<file path="src/rtl/ctrl_pkg.sv">
// Shared decode constants and the control bundle for the ID/EX decode stage.
// Zbb funct7 codes are only referenced when CTRL_ZBB_EN is defined.
package ctrl_pkg;

   localparam logic [6:0] OPC_R      = 7'b0110011;
   localparam logic [6:0] OPC_IMM    = 7'b0010011;
   localparam logic [6:0] OPC_LOAD   = 7'b0000011;
   localparam logic [6:0] OPC_STORE  = 7'b0100011;
   localparam logic [6:0] OPC_BRANCH = 7'b1100011;
   localparam logic [6:0] OPC_LUI    = 7'b0110111;
   localparam logic [6:0] OPC_AUIPC  = 7'b0010111;
   localparam logic [6:0] OPC_JAL    = 7'b1101111;
   localparam logic [6:0] OPC_JALR   = 7'b1100111;

   localparam logic [6:0] F7_BASE       = 7'b0000000;
   localparam logic [6:0] F7_ALT        = 7'b0100000;
   localparam logic [6:0] F7_MULDIV     = 7'b0000001;
   localparam logic [6:0] F7_ZBB_MINMAX = 7'b0000101;
   localparam logic [6:0] F7_ZBB_ROT    = 7'b0110000;
   localparam logic [6:0] F7_ZBB_ORCB   = 7'b0010100;
   localparam logic [6:0] F7_ZBB_REV8   = 7'b0110100;

   typedef enum logic [1:0] {
      ALU_ADD    = 2'b00,
      ALU_BRANCH = 2'b01,
      ALU_R      = 2'b10,
      ALU_I      = 2'b11
   } alu_class_e;

   typedef enum logic [1:0] {
      ST_NONE = 2'b00,
      ST_BYTE = 2'b01,
      ST_HALF = 2'b10,
      ST_WORD = 2'b11
   } store_width_e;

   typedef struct packed {
      logic         mem_to_reg;
      store_width_e data_mem_we;
      logic         rd_we;
      logic         alu_src_b;
      logic         branch;
      logic         jump;
      alu_class_e   alu_op;
      logic         rs1_in_use;
      logic         rs2_in_use;
      logic         pc_operand;
      logic         illegal;
      logic [4:0]   rd;
      logic [4:0]   rs1;
      logic [4:0]   rs2;
   } ctrl_bundle_t;

endpackage

</file>
<file path="src/rtl/ctrl_decode_comb.sv">
// Pure combinational RV32IM decode into a ctrl_bundle_t plus mul/div flags.
// Define CTRL_ZBB_EN to accept the Zbb encodings as legal ALU ops.
module ctrl_decode_comb
   import ctrl_pkg::*;
(
   input  logic [31:0]  instr_i,
   output ctrl_bundle_t bundle_o,
   output logic         is_muldiv_o,
   output logic         is_div_o
);

   logic [6:0] opcode;
   logic [6:0] funct7;
   logic [2:0] funct3;
   logic       r_legal;
   logic       i_legal;

   assign opcode = instr_i[6:0];
   assign funct3 = instr_i[14:12];
   assign funct7 = instr_i[31:25];

   // Shift-immediate forms reuse funct7 as an opcode extension; other I-ops carry a plain immediate.
   always_comb begin
      r_legal = 1'b0;
      case (funct7)
         F7_BASE, F7_MULDIV: r_legal = 1'b1;
         F7_ALT: begin
            r_legal = (funct3 == 3'b000) || (funct3 == 3'b101);
`ifdef CTRL_ZBB_EN
            r_legal = r_legal || (funct3 == 3'b100) || (funct3 == 3'b110) || (funct3 == 3'b111);
`endif
         end
`ifdef CTRL_ZBB_EN
         F7_ZBB_MINMAX, F7_ZBB_ROT: r_legal = 1'b1;
`endif
         default: r_legal = 1'b0;
      endcase

      i_legal = 1'b1;
      if (funct3 == 3'b001) begin
         i_legal = (funct7 == F7_BASE);
`ifdef CTRL_ZBB_EN
         i_legal = i_legal || (funct7 == F7_ZBB_ROT);
`endif
      end else if (funct3 == 3'b101) begin
         i_legal = (funct7 == F7_BASE) || (funct7 == F7_ALT);
`ifdef CTRL_ZBB_EN
         i_legal = i_legal || (funct7 == F7_ZBB_ROT) || (funct7 == F7_ZBB_ORCB) ||
                   (funct7 == F7_ZBB_REV8);
`endif
      end
   end

   always_comb begin
      bundle_o     = '0;
      bundle_o.rd  = instr_i[11:7];
      bundle_o.rs1 = instr_i[19:15];
      bundle_o.rs2 = instr_i[24:20];
      is_muldiv_o  = 1'b0;
      is_div_o     = 1'b0;
      case (opcode)
         OPC_R: begin
            if (r_legal) begin
               bundle_o.rd_we      = 1'b1;
               bundle_o.rs1_in_use = 1'b1;
               bundle_o.rs2_in_use = 1'b1;
               bundle_o.alu_op     = ALU_R;
               is_muldiv_o         = (funct7 == F7_MULDIV);
               is_div_o            = (funct7 == F7_MULDIV) && funct3[2];
            end else begin
               bundle_o.illegal = 1'b1;
            end
         end
         OPC_IMM: begin
            if (i_legal) begin
               bundle_o.rd_we      = 1'b1;
               bundle_o.alu_src_b  = 1'b1;
               bundle_o.rs1_in_use = 1'b1;
               bundle_o.alu_op     = ALU_I;
            end else begin
               bundle_o.illegal = 1'b1;
            end
         end
         OPC_LOAD: begin
            bundle_o.mem_to_reg = 1'b1;
            bundle_o.rd_we      = 1'b1;
            bundle_o.alu_src_b  = 1'b1;
            bundle_o.rs1_in_use = 1'b1;
            bundle_o.alu_op     = ALU_ADD;
         end
         OPC_STORE: begin
            case (funct3)
               3'b000:  bundle_o.data_mem_we = ST_BYTE;
               3'b001:  bundle_o.data_mem_we = ST_HALF;
               3'b010:  bundle_o.data_mem_we = ST_WORD;
               default: bundle_o.illegal     = 1'b1;
            endcase
            if (!bundle_o.illegal) begin
               bundle_o.alu_src_b  = 1'b1;
               bundle_o.rs1_in_use = 1'b1;
               bundle_o.rs2_in_use = 1'b1;
               bundle_o.alu_op     = ALU_ADD;
            end
         end
         OPC_BRANCH: begin
            bundle_o.branch     = 1'b1;
            bundle_o.rs1_in_use = 1'b1;
            bundle_o.rs2_in_use = 1'b1;
            bundle_o.alu_op     = ALU_BRANCH;
         end
         OPC_LUI: begin
            bundle_o.rd_we     = 1'b1;
            bundle_o.alu_src_b = 1'b1;
         end
         OPC_AUIPC: begin
            bundle_o.rd_we      = 1'b1;
            bundle_o.alu_src_b  = 1'b1;
            bundle_o.pc_operand = 1'b1;
         end
         OPC_JAL: begin
            bundle_o.rd_we      = 1'b1;
            bundle_o.jump       = 1'b1;
            bundle_o.pc_operand = 1'b1;
            bundle_o.alu_src_b  = 1'b1;
         end
         OPC_JALR: begin
            bundle_o.rd_we      = 1'b1;
            bundle_o.jump       = 1'b1;
            bundle_o.alu_src_b  = 1'b1;
            bundle_o.rs1_in_use = 1'b1;
         end
         default: bundle_o.illegal = 1'b1;
      endcase
   end

endmodule

</file>
<file path="src/rtl/ctrl_decode_stage.sv">
// Registered, handshaked ID/EX decode stage with mul/div issue blocking.
// Zbb decode is enabled by defining CTRL_ZBB_EN (see ctrl_decode_comb).
module ctrl_decode_stage
   import ctrl_pkg::*;
#(
   parameter int unsigned ALU_OP_W    = 2,
   parameter int unsigned MUL_LATENCY = 2,
   parameter int unsigned DIV_LATENCY = 33,
   parameter int unsigned CNT_W       = $clog2(DIV_LATENCY + 1)
) (
   input  logic                clk_i,
   input  logic                rst_ni,
   input  logic                valid_i,
   output logic                ready_o,
   input  logic [31:0]         instr_i,
   input  logic                flush_i,
   input  logic                ready_i,
   output logic                valid_o,
   output logic                mem_to_reg_o,
   output logic [1:0]          data_mem_we_o,
   output logic                rd_we_o,
   output logic                alu_src_b_o,
   output logic                branch_o,
   output logic                jump_o,
   output logic [ALU_OP_W-1:0] alu_op_o,
   output logic                rs1_in_use_o,
   output logic                rs2_in_use_o,
   output logic                pc_operand_o,
   output logic                md_start_o,
   output logic                md_busy_o,
   output logic                illegal_o,
   output logic [4:0]          rd_o,
   output logic [4:0]          rs1_o,
   output logic [4:0]          rs2_o
);

   ctrl_bundle_t     dec_bundle;
   logic             dec_is_muldiv;
   logic             dec_is_div;
   ctrl_bundle_t     ctrl_q, ctrl_d;
   logic             valid_q, valid_d;
   logic             md_start_q, md_start_d;
   logic [CNT_W-1:0] cnt_q, cnt_d;
   logic             accept;

   ctrl_decode_comb u_decode (
      .instr_i     (instr_i),
      .bundle_o    (dec_bundle),
      .is_muldiv_o (dec_is_muldiv),
      .is_div_o    (dec_is_div)
   );

   assign md_busy_o = (cnt_q != '0);
   assign ready_o   = (!valid_q || ready_i) && !md_busy_o;
   assign accept    = valid_i && ready_o;

   // Flush never touches the busy counter: the unit already started must drain.
   always_comb begin
      ctrl_d     = ctrl_q;
      valid_d    = valid_q;
      md_start_d = md_start_q;
      cnt_d      = cnt_q;
      if (cnt_q != '0) begin
         cnt_d = cnt_q - CNT_W'(1);
      end
      if (flush_i) begin
         valid_d        = 1'b0;
         md_start_d     = 1'b0;
         ctrl_d.illegal = 1'b0;
      end else if (accept) begin
         ctrl_d     = dec_bundle;
         valid_d    = 1'b1;
         md_start_d = dec_is_muldiv;
         if (dec_is_muldiv) begin
            cnt_d = dec_is_div ? CNT_W'(DIV_LATENCY) : CNT_W'(MUL_LATENCY);
         end
      end else if (ready_i) begin
         valid_d        = 1'b0;
         md_start_d     = 1'b0;
         ctrl_d.illegal = 1'b0;
      end
   end

   always_ff @(posedge clk_i or negedge rst_ni) begin
      if (!rst_ni) begin
         ctrl_q     <= '0;
         valid_q    <= 1'b0;
         md_start_q <= 1'b0;
         cnt_q      <= '0;
      end else begin
         ctrl_q     <= ctrl_d;
         valid_q    <= valid_d;
         md_start_q <= md_start_d;
         cnt_q      <= cnt_d;
      end
   end

   assign valid_o       = valid_q;
   assign md_start_o    = md_start_q;
   assign mem_to_reg_o  = ctrl_q.mem_to_reg;
   assign data_mem_we_o = ctrl_q.data_mem_we;
   assign rd_we_o       = ctrl_q.rd_we;
   assign alu_src_b_o   = ctrl_q.alu_src_b;
   assign branch_o      = ctrl_q.branch;
   assign jump_o        = ctrl_q.jump;
   assign alu_op_o      = ALU_OP_W'(ctrl_q.alu_op);
   assign rs1_in_use_o  = ctrl_q.rs1_in_use;
   assign rs2_in_use_o  = ctrl_q.rs2_in_use;
   assign pc_operand_o  = ctrl_q.pc_operand;
   assign illegal_o     = ctrl_q.illegal;
   assign rd_o          = ctrl_q.rd;
   assign rs1_o         = ctrl_q.rs1;
   assign rs2_o         = ctrl_q.rs2;

endmodule

</file>
<file path="config.mk">
export PLATFORM = sky130hd
export DESIGN_NAME = ctrl_decode_stage
export DESIGN_NICKNAME = d
export VERILOG_FILES = /design/src/rtl/ctrl_pkg.sv /design/src/rtl/ctrl_decode_comb.sv /design/src/rtl/ctrl_decode_stage.sv
export SDC_FILE = /design/constraint.sdc
export NUM_CORES = 1
export LEC_CHECK = 0
export CAP_MARGIN = 20
export CORE_ASPECT_RATIO = 0.5
export CORE_MARGIN = 10
export CORE_UTILIZATION = 42
export DETAILED_ROUTE_END_ITERATION = 8
export GPL_ROUTABILITY_DRIVEN = 0
export PLACE_DENSITY = 0.77
export SLEW_MARGIN = 20
export SYNTH_ARGS = -nofsm -noshare
export SYNTH_HDL_FRONTEND = slang
export SYNTH_SLANG_ARGS = --single-unit
</file>
<file path="constraint.sdc">
create_clock -name clk_i -period 2.2 [get_ports clk_i]
set_clock_uncertainty 0.15 [all_clocks]
set_input_delay 0.44 -clock clk_i [delete_from_list [all_inputs] [get_ports clk_i]]
set_output_delay 0.44 -clock clk_i [all_outputs]
set_load 0.005 [all_outputs]
</file>
Word level (Yosys, flattened, before mapping)

Index checks and enable logic that the tools add are counted.

Flip-flop bits (word level): 36
Output and inout bits: 32
Word-level logic and storage cells: 94

Multiplexer cells: 41
Reductions and logical operators: 20
$add $sub $neg: 1
Equal/unequal tests: 14
Bitwise operators: 1

Operator list:

| cell                                                                   | count |
|---|---|
| 6-bit two-way mux                                                      | 5 |
| 7-bit by 6-bit equality test with 1-bit output (second input constant) | 4 |
| 1-bit two-way mux                                                      | 23 |
| 7-bit equality test (second input constant)                            | 3 |
| 7-bit by 5-bit equality test with 1-bit output (second input constant) | 2 |
| 1-bit one-hot mux with 3 select lines                                  | 3 |
| 1-bit one-hot mux with 4 select lines                                  | 2 |
| 2-bit one-hot mux with 4 select lines                                  | 1 |
| 7-bit by 1-bit equality test with 1-bit output (second input constant) | 1 |
| 7-bit by 2-bit equality test with 1-bit output (second input constant) | 1 |
| 7-bit zero test                                                        | 1 |
| 2-bit two-way mux                                                      | 3 |
| 2-bit one-hot mux with 3 select lines                                  | 1 |
| 6-bit nonzero test                                                     | 1 |
| 2-bit OR reduction                                                     | 3 |
| 3-bit OR reduction                                                     | 2 |
| 6-bit OR reduction                                                     | 1 |
| 6-bit by 1-bit subtractor with 6-bit output (second input constant)    | 1 |
| 5-bit OR reduction                                                     | 1 |
| 4-bit two-way mux                                                      | 1 |
| 3-bit by 1-bit equality test with 1-bit output (second input constant) | 1 |
| 3-bit by 2-bit equality test with 1-bit output (second input constant) | 1 |
| 3-bit equality test (second input constant)                            | 1 |
| 1-bit logical AND                                                      | 3 |
| 8 further kinds                                                        | 11 |

Longest topological paths before layout

Gate-level depths: netlist of run 1.

Depth after elaboration: 9
Gate-level depth with buffers: 10
Gate-level depth less buffers: 8

Cells and area by module

Synthesis of run 1 repeated with hierarchy kept, for this count alone.

Cells, all modules: 183
Area, all modules: 2044.5 um^2

Modules (own cells, without submodules):

| module            | area an instance (um^2) | instances | cells each | sequential area each (um^2) |
|---|---|---|---|---|
| ctrl_decode_stage | 1531.5                  | 1         | 107        | 900.9 |
| ctrl_decode_comb  | 513.0                   | 1         | 76         | 0.0 |

Worst setup path before layout of run 1

No wires, ideal clock.

Kind: reg-to-reg
Start point: reg cnt_q[0]
End point: reg ctrl_q, in the netlist illegal_o
Path slack: 0.344 ns
Clock period less this slack: 1.856 ns
Data arrival time: 1.637 ns
Data required time: 1.981 ns
Path buffers: 3
Library setup time: 0.069 ns
Cell stages (with the launch flop): 11
Cell sequence: dfrtp_1 -> inv_1 -> ha_1 -> nor4b_4 -> and2_1 -> buf_4 -> and3_1 -> buf_4 -> buf_6 -> nand4_1 -> nand3_1

Longest elaborated chain between the ends: 6
Elaborated cells on any way between the ends: 7

RTL lines:

| element                | line                    | source |
|---|---|---|
| start, declared        | ctrl_decode_stage.sv:43 | `logic [CNT_W-1:0] cnt_q, cnt_d;` |
| start signal, assigned | ctrl_decode_stage.sv:94 | `cnt_q <= cnt_d;` |
| 6-bit nonzero test *   | ctrl_decode_stage.sv:53 | `assign md_busy_o = (cnt_q != '0);` |
| 1-bit zero test *      | ctrl_decode_stage.sv:54 | `assign ready_o = (!valid_q \|\| ready_i) && !md_busy_o;` |
| 1-bit logical AND *    | ctrl_decode_stage.sv:54 |  |
| 1-bit logical AND *    | ctrl_decode_stage.sv:55 | `assign accept = valid_i && ready_o;` |
| 1-bit two-way mux      | ctrl_decode_stage.sv:70 | `end else if (accept) begin` |
| 1-bit two-way mux      | ctrl_decode_stage.sv:66 | `if (flush_i) begin` |
| end signal, assigned   | ctrl_decode_stage.sv:91 | `ctrl_q <= ctrl_d;` |
| end, declared          | ctrl_decode_stage.sv:40 | `ctrl_bundle_t ctrl_q, ctrl_d;` |

Mark *: on every way between the ends. The rest lies on a longest branch, timed or not.
A chain may end at the register's enable or synchronous reset.

Final worst setup path of run 1

Start point: reg cnt_q[1]
End point: out md_busy_o

Longest elaborated chain between the ends: 1

RTL lines:

| element            | line                    | source |
|---|---|---|
| 6-bit nonzero test | ctrl_decode_stage.sv:53 |  |
| end, declared      | ctrl_decode_stage.sv:30 | `output logic md_busy_o,` |

Every way passes these cells.

==> flow_summary.toml, run 1 <==
[outcome]
status = "finished, final reports clean"

[setup_path]
crit_arrival_ps = 1540
endpoint_kind = "output pin"
cp.required_ps = 1610
cp-startpoint = "cnt_q[1]"
cp_top_family = "simple AND/OR/NAND/NOR gates"
crit_path_start_kind = "flop"
path_cells = "inv_1 -> ha_2 -> nor4b_4 -> and2_4 -> inv_1 -> dlymetal6s2s_1"
critPathMaxStageDelay_ps = 380
path_class = "flop to output pin"
path_max_fanout = 3
cp_num_buf_inv = 3
critPathSlowestCell = "dfrtp_1"
cpMostUsedCell = "inv_1"
crit-reg2reg-launch = "cnt_q[1]"

[logic_synthesis]
yosys_warnings = 0
syn_avg_cell_area_um2 = 8.85
ys_seq_area_share_pct = 48.2
synth_cells = 211
synth_seq_cells = 36
synth_top_area_cell = "dfrtp_1"
synth_top_area_share_pct = 48.2
synth_fp_nets = 250
yosys-top-cells-area = "dfrtp_1 48%, nand2_1 12%, nor2_1 4.0%"
yosysUniqueCellTypes = 44
synth.cell_area_mm2 = 0.00187

[min_path]
hold_class = "flop to flop"
hold_path_startpoint = "data_mem_we_o[1]"

[routing]
drt_iter0_drc = 95
dr.pass1.iters = 4
routed_via_density = 4.94
drc = 0
totalWireLength_mm = 5.39
ant_nets = 0
vias = 1788
avgRoutedWirePerCell_um = 14.9

[final_layout]
stdcell_area_mm2 = 0.00291
num-fill-cells = 337
seqCellArea_um2 = 901
antenna_cells = 0
fin_cells = 362
drive_above_1_share_pct = 15.1
area_growth_pct = 55.9
final_common_cell = "clkdlybuf4s50_1"
layout_common_cells = "66 x clkdlybuf4s50_1, 61 x nand2_1, 36 x dfrtp_1"
finalNetCount = 343
multi_input_area_um2 = 908
fin_util_pct = 67.1

[clocking]
cts.reportedPaths.clkPinSlew_ps = 70
cts_tree = "built"
ctsRootBufferMaster = "clkbuf_8"
hold_buffers = 0
clock_sinks = 36
numCtsBuffers = 5
clk_latency_ps = 290
clock_path_buffers = 2
htreeDepth = 2
cts_setup_buffers = 0

[timing]
finalCritPeriodShare_pct = 97.0
rsz0062_at_grt = "true"
whs_ps = 322
slew_headroom_pct = 69.2
setup_viol = 0
hold_viol = 0
tightest_slew_ps = 462
fin_crit_ps = 2130
maxSlewViolCount = 0
clock.fmax_ghz = 0.469

[floorplan]
die_h_um = 67.2
dieArea_mm2 = 0.00768
die_width_um = 114
core-area_mm2 = 0.00434
num_rows = 17
ios = 69
initial_core_util_pct = 43.1

[grt]
antenna_found_initial = 0
grt_usage_pct = 14.2
grt_max_degree = 37
grt_pass1_wl_mm = 8.98
grt_pass1_vias = 1863
grt_overflow_total = 0

[power]
power.density_mw_per_mm2 = 899
leakage_nw = 1.31
vdd_drop_max_uv = 357

[flow_run]
maxCapViolations = 0

[placed_design]
dp_hpwl_mm = 4.23
portBuffers = 68
placed_area_mm2 = 0.00279
dp.cells = 354
==> power by group <==
part	internal [W]	switching (W)
sequential	0.000884	0.000148
clock	0.000336	0.000246
combinational	0.000596	0.000406
total	0.00182	0.000800
==> cell usage after synthesis <==
cell	n
mux2i_1	2
o21ai_0	4
o31ai_1	5
dfrtp_1	36
buf_4	3
nor3b_2	1
nor2_1	20
nor4_1	2
xor2_1	2
nand4_1	3
nor4b_4	1
a22oi_1	1
o21ai_1	2
a2bb2oi_1	1
and3_1	3
nor4b_1	1
nor3_2	1
a2111o_1	1
or3_1	1
nor3b_1	1
nand2b_1	4
a21o_1	1
and3b_1	1
o21bai_1	1
nand2_1	61
nand4_2	1
xnor2_1	4
or2_2	1
clkbuf_1	6
ha_1	2
or3b_1	1
buf_6	1
inv_1	6
nor2b_1	2
a22o_1	1
o211ai_1	2
nor3_1	5
a21oi_2	1
nand4bb_4	1
a21oi_1	7
or4_1	1
nand3_1	5
and2_1	1
a31oi_1	4
==> cells by family (layout without fill, tap and decap cells) <==
logic type	after synthesis	count (layout)	synth area share (%)
and+or+nand+nor	118	118	31.5
adders and majority gates	2	2	1.34
buffers and inverters	16	110	4.22
AOI/OAI and AO/OA	31	31	10.9
DFF	36	36	48.2
muxes	2	2	1.07
xor gates and xnor gates	6	6	2.81
==> path summary, 6_finish.rpt <==
path	to	slack [ps]	depth (start not counted)
min reg2reg	data_mem_we_o[1]	320	2
max	md_busy_o	70	6
min in group asynchronous	rd_o[2]	410	2
min	data_mem_we_o[1]	320	2
max reg2reg	cnt_q[1]	160	8
max in group asynchronous	rd_o[3]	1160	2
==> registers in the layout, summed over array words and instances, names as in the netlist <==
name and flops:
alu_op_o 2, alu_src_b_o 1, branch_o 1, cnt_q 6, data_mem_we_o 2, illegal_o 1, jump_o 1, md_start_o 1
mem_to_reg_o 1, pc_operand_o 1, rd_o 5, rd_we_o 1, rs1_in_use_o 1, rs1_o 5, rs2_in_use_o 1, rs2_o 5
valid_o 1
==> stage by stage <==
stage	setup slack (ps)	power (W)	TNS, ps
5_1_grt	-43.7	0.00280	-43.7
6_report	66.7	0.00262	0
2_1_floorplan	344	0.00143	0
4_1_cts	-252	0.00264	-252
3_5_place_dp	-100	0.00205	-196
3_3_place_gp	-95.0	0.00200	-95.0
==> final cells by class <==
cell class | count | area share, %
Multi-Input combinational cell | 159 | 31.2
Clock buffer | 6 | 2.49
Sequential cell | 36 | 30.9
Inverter | 6 | 0.774
Timing Repair Buffer | 96 | 30.9
Tap cell | 57 | 2.45
Clock inverter | 2 | 1.20
==> worst reg2reg max path: cells and delay by family, from the launching register on <==
| kind | cells | cell delay (ps) |
|---|---|---|
| and+or+nand+nor | 4 | 770 |
| muxes | 1 | 190 |
| buffers and inverters | 2 | 240 |
| DFF | 1 | 380 |
| adders and majority gates | 1 | 180 |
==> routing by layer <==
layer,GRT usage (%),part of all wire [%],vias up
li1,-,-,899
met1,15.5,41,848
met2,27.7,54,35
met3,2.74,3.6,6
met4,4.35,1.2,0
met5,0,0,-
==> what timing repair did <==
item | CTS | global route
resized for setup | 2 | 6
pin swaps | 1 | 1
setup endpoints to repair | 2 | 3
cloned | 0 | 0
Power figures use the tool's default switching activity.
==> run 2, diff against run 1 <==
Settings changed: ABC_AREA set to 1.
Clock period 2.2 ns to 2.3 ns, I/O delays scaled along.
==> run 2 against run 1 <==
Compared with the run above: worst setup slack improved by 18 ps; clock power decreased by 6.9%; synthesized cell count increased by 20%; wire length decreased by 3.2%; via count increased by 2.0%; sequential power decreased by 7%; largest power group unchanged; worst hold slack got worse by 190 ps; cell count increased by 7.5%; utilization decreased by 3.2 points; count of clock-buffer cells in the layout unchanged; sequential share of layout area increased by 1.1 points; design area decreased by 3.4%.
==> flow_summary.toml, run 2 <==
[placed_design]
portBuffers = 68
dp_hpwl_mm = 3.97
placed_area_mm2 = 0.00266

[flow_run]
maxCapViolations = 0

[setup_path]
path_max_fanout = 3
cp-startpoint = "cnt_q[1]"
crit-reg2reg-launch = "cnt_q[1]"
critPathMaxStageDelay_ps = 440
path_cells = "inv_2 -> ha_4 -> nand4_4 -> buf_4 -> clkdlybuf4s50_1"
critPathSlowestCell = "clkdlybuf4s50_1"
reg2reg_slack_ps = 440
cp.required_ps = 1690
crit_path_start_kind = "flop"
cp_num_buf_inv = 3
cp_top_family = "buffers and inverters"
path_class = "flop to output pin"
endpoint_kind = "output pin"
crit_arrival_ps = 1610

[final_layout]
stdcell_area_mm2 = 0.00281
largest_register = "cnt_q"
final_common_cell = "nand2_1"
area_growth_pct = 46.1
fin_util_pct = 63.9
antenna_cells = 0
finalNetCount = 370
layout_common_cells = "103 x nand2_1, 66 x clkdlybuf4s50_1, 36 x dfrtp_1"
largest_register_ffs = 6
num-fill-cells = 397
drive_above_1_share_pct = 8.73

[clocking]
cts_tree = "built"
htreeDepth = 2
clock_path_buffers = 2
ctsRootBufferMaster = "clkbuf_8"
clock_sinks = 36
cts.reportedPaths.clkPinSlew_ps = 70
clk_latency_ps = 280
hold_buffers = 0
numCtsBuffers = 5

[routing]
drt_iter0_drc = 105
vias = 1824
dr.pass1.iters = 4
ant_nets = 0
totalWireLength_mm = 5.22
routed_via_density = 4.69
avgRoutedWirePerCell_um = 13.4
drc = 0

[grt]
grt_usage_pct = 13.6
antenna_found_initial = 0
grt_max_degree = 37
grt_pass1_wl_mm = 8.64
grt_overflow_total = 0
grt_pass1_vias = 1835

[timing]
slew_headroom_pct = 44.5
maxSlewViolCount = 0
tns_ps = 0
fin_crit_ps = 2220
setup_viol = 0
whs_ps = 128
rsz0062_at_grt = "false"
hold_viol = 0
tightest_slew_ps = 833
finalCritPeriodShare_pct = 96.3
clock.fmax_ghz = 0.451

[power]
leakage_nw = 1.43
intPower_w = 0.00170
vdd_drop_max_uv = 373
p_comb_share_pct = 39.0
pwr-share-clk_pct = 22.0
power.density_mw_per_mm2 = 877
netSwitchingPower_w = 0.000765
seqPwrFrac_pct = 39.1
switching_share_pct = 31.0

[logic_synthesis]
async_flop_share_pct = 100
synth_fp_nets = 293
yosys-top-cells-area = "dfrtp_1 47%, nand2_1 20%, nor2_1 5.9%"
synthFlopType = "dfrtp_1"
synth_top_area_share_pct = 46.8
synth_cells = 254
synth.cell_area_mm2 = 0.00192
synth_seq_cells = 36
synth_top_area_cell = "dfrtp_1"
yosysUniqueCellTypes = 30
synth_common_cells = "103 x nand2_1, 36 x dfrtp_1, 30 x nor2_1"
syn_avg_cell_area_um2 = 7.58
ys_seq_area_share_pct = 46.8
synth_most_common_cell = "nand2_1"
synth_edf_count = 0
yosys_warnings = 0

[floorplan]
num_rows = 17
ios = 69
core-area_mm2 = 0.00440
dieArea_mm2 = 0.00785
die_h_um = 67.9
die_width_um = 116
initial_core_util_pct = 43.7

[outcome]
status = "finished, final reports clean"

[min_path]
hold_class = "input pin to asynchronous set/reset pin"
## run 2: cell types whose count changed in the layout (fill, tap and decap cells not counted), moves of 9 or more
cell,delta
nor2_1,+10
buf_4,-21
inv_1,+18
nand3_1,+9
nand2_1,+42
## run 2: power by group through the flow
| stage | clock (W) | sequential (W) | combinational (W) |
|---|---|---|---|
| 4_1_cts | 0.000554 | 0.000967 | 0.000939 |
| 5_1_grt | 0.000581 | 0.000994 | 0.00108 |
| 2_1_floorplan | 0 | 0.000976 | 0.000394 |
| 6_report | 0.000542 | 0.000963 | 0.000961 |
| 3_3_place_gp | 0 | 0.000961 | 0.000870 |
| 3_5_place_dp | 0 | 0.000973 | 0.000903 |
## run 2: metal layers
layer / vias to the layer above / routed length, um / global-route usage (%) / part of all wire, %
li1: 938 / - / - / -
met1: 842 / 2230 / 15.8 / 43
met2: 40 / 2680 / 24.5 / 51
met3: 4 / 269 / 3.66 / 5.2
met4: 0 / 40 / 4.02 / 0.77
met5: - / 0 / 0 / 0
## run 2: path summary, 6_finish.rpt
kind                                 to  depth (start not counted)
setup / recovery              md_busy_o                          5
max in group asynchronous      cnt_q[0]                          1
hold / removal                 rs2_o[3]                          1
min in group clk_i             rs2_o[4]                          2
hold reg to reg                rs2_o[4]                          2
setup reg to reg           rs1_in_use_o                         10
## run 2: timing repair
item | in CTS | in global routing
pin swaps | 1 | 0
resized for setup | 4 | 1
buffers inserted | 3 | 1
setup endpoints to repair | 2 | 1
cloned | 0 | 0
## run 2: cells by family after synthesis
logic type | synth area share (%)
AOI/OAI and AO/OA | 4.55
and+or+nand+nor | 38.2
adders and majority gates | 1.30
xor gates and xnor gates | 1.82
buffers and inverters | 7.35
DFF | 46.8
## run 2: cell type report
class	instances	area (um^2)	area share, %
clock buffers	6	72.6	2.58
repair buffers	75	739	26.3
well taps	57	71.3	2.54
clock inverters	2	35.0	1.25
inverters	26	97.6	3.47
multi-input cells	187	895	31.8
flip-flops and latches	36	901	32.0
## run 2: metrics by stage
step | worst slack (ps) | std cells | total power [W]
5_1_grt | 26.8 | 389 | 0.00265
2_1_floorplan | 647 | 254 | 0.00137
3_3_place_gp | 15.9 | 377 | 0.00183
4_1_cts | 0.894 | 388 | 0.00246
6_report | 84.6 | 389 | 0.00247
3_5_place_dp | 8.03 | 377 | 0.00188
==> run 3, diff against run 2 <==
Settings changed: PLACE_DENSITY 0.77 to 0.83, SLEW_MARGIN 20 to 30.
==> run 3 against run 2 <==
Compared with the run above: via count up 4.6%; register-to-register slack got worse by 60 ps; cell count rose by 1.0%.
==> flow_summary.toml, run 3 (same netlist as run 2, synthesis figures left out) <==
[clocking]
ctsRootBufferMaster = "clkbuf_8"
cts_tree = "built"
clock_path_buffers = 2
cts.reportedPaths.clkPinSlew_ps = 80
numCtsBuffers = 5
clock_sinks = 36
htreeDepth = 2
clk_latency_ps = 290

[routing]
dr.pass1.iters = 5
drt_iter0_drc = 110
drc = 0
totalWireLength_mm = 5.54
vias = 1907
ant_nets = 0
avgRoutedWirePerCell_um = 14.1
routed_via_density = 4.85

[final_layout]
largest_register_ffs = 6
drive_above_1_share_pct = 10.4
largest_register = "cnt_q"
finalNetCount = 374
layout_common_cells = "103 x nand2_1, 66 x clkdlybuf4s50_1, 35 x dfrtp_1"
final_common_cell = "nand2_1"
antenna_cells = 0
area_growth_pct = 47.4

[grt]
grt_usage_pct = 14.0
grt_max_degree = 37
antenna_found_initial = 0
grt_pass1_wl_mm = 8.81
grt_pass1_vias = 1894
grt_overflow_total = 0

[floorplan]
initial_core_util_pct = 43.7
die_h_um = 67.9
die_width_um = 116
dieArea_mm2 = 0.00785
core-area_mm2 = 0.00440
num_rows = 17
ios = 69

[power]
leakage_nw = 1.46
p_total_w = 0.00252
power.density_mw_per_mm2 = 888
vdd_drop_max_uv = 468

[setup_path]
crit_path_start_kind = "flop"
cp.required_ps = 1690
path_max_fanout = 4
path_class = "flop to output pin"
crit_arrival_ps = 1660
rr_worst_depth = 11
endpoint_kind = "output pin"

[timing]
slew_headroom_pct = 46.4
hold_viol = 0
setup_viol = 0
finalCritPeriodShare_pct = 98.8
maxSlewViolCount = 0
clock.fmax_ghz = 0.440
fin_crit_ps = 2270
tightest_slew_ps = 804
setup_ws_ps = 28.2

[placed_design]
portBuffers = 68
pre_cts_ws_ps = 15.7
dp_hpwl_mm = 4.24

[outcome]
status = "finished, final reports clean"

[min_path]
hold_class = "input pin to asynchronous set/reset pin"

[flow_run]
maxCapViolations = 0
-- run 3: cell count changes in the layout (fill, tap and decap cells not counted), sizes merged --
cell,previous run,this run
buf,8,12
dlygate4sd2,1,0
dlymetal6s2s,0,1
-- run 3: power breakdown --
part	total [W]	switching (W)	leakage [nW]	internal, W
Clock	0.000552	0.000230	0.0552	0.000322
Combinational	0.00100	0.000435	0.922	0.000568
Sequential	0.000963	0.000121	0.479	0.000842
Total	0.00252	0.000787	1.46	0.00173
-- run 3: timing repair --
item                                    CTS  global route
setup buffers                             7             1
hold buffers                              0             0
pin swaps                                 3             1
endpoints found under the setup margin    2             2
gates resized for setup                   4             3
-- run 3: final cells by class --
| class | instances | area [um^2] |
|---|---|---|
| Clock buffer | 6 | 72.6 |
| Fill cell | 348 | 1570 |
| Inverter | 26 | 97.6 |
| Clock inverter | 2 | 35.0 |
| Tap cell | 57 | 71.3 |
| Multi-Input combinational cell | 187 | 897 |
| Timing Repair Buffer | 79 | 761 |
| Sequential cell | 36 | 902 |
-- run 3: metrics by stage --
step	std cells	setup TNS, ps	utilization (%)	hold slack [ps]	cell area [um^2]
finish	393	0	64.4	105	2840
global placement	377	0	60.2	312	2650
global route	393	-4.12	64.4	169	2840
CTS	392	0	64.1	122	2820
detailed placement	377	0	60.2	314	2650
floorplan	254	0	-	14.4	1920
-- run 3: worst paths after layout --
| path | from | endpoint | slack (ps) |
|---|---|---|---|
| worst max-delay path | cnt_q[1] | md_busy_o | 30 |
| worst min-delay path | rst_ni | rs1_o[2] | 110 |
| worst max register to register | cnt_q[1] | cnt_q[1] | 380 |
| worst min register to register | rs2_o[1] | rs2_o[1] | 330 |
| max in group asynchronous | rst_ni | cnt_q[2] | 1350 |
| min in group clk_i | rs2_o[1] | rs2_o[1] | 330 |
-- run 3: worst max-delay path, stage by stage (launching register included) --
cell and delay [ps]:
dfrtp_1 400, inv_2 90, ha_4 140, nand4_4 120, buf_4 170, clkdlybuf4s50_1 450
-- run 3: layer usage --
metal	GRT usage, %	vias up	share of wire [%]
met2	24.9	58	51
li1	-	947	-
met1	15.9	890	42
met3	4.01	12	5.3
met4	6.19	0	2.4
met5	0	-	0
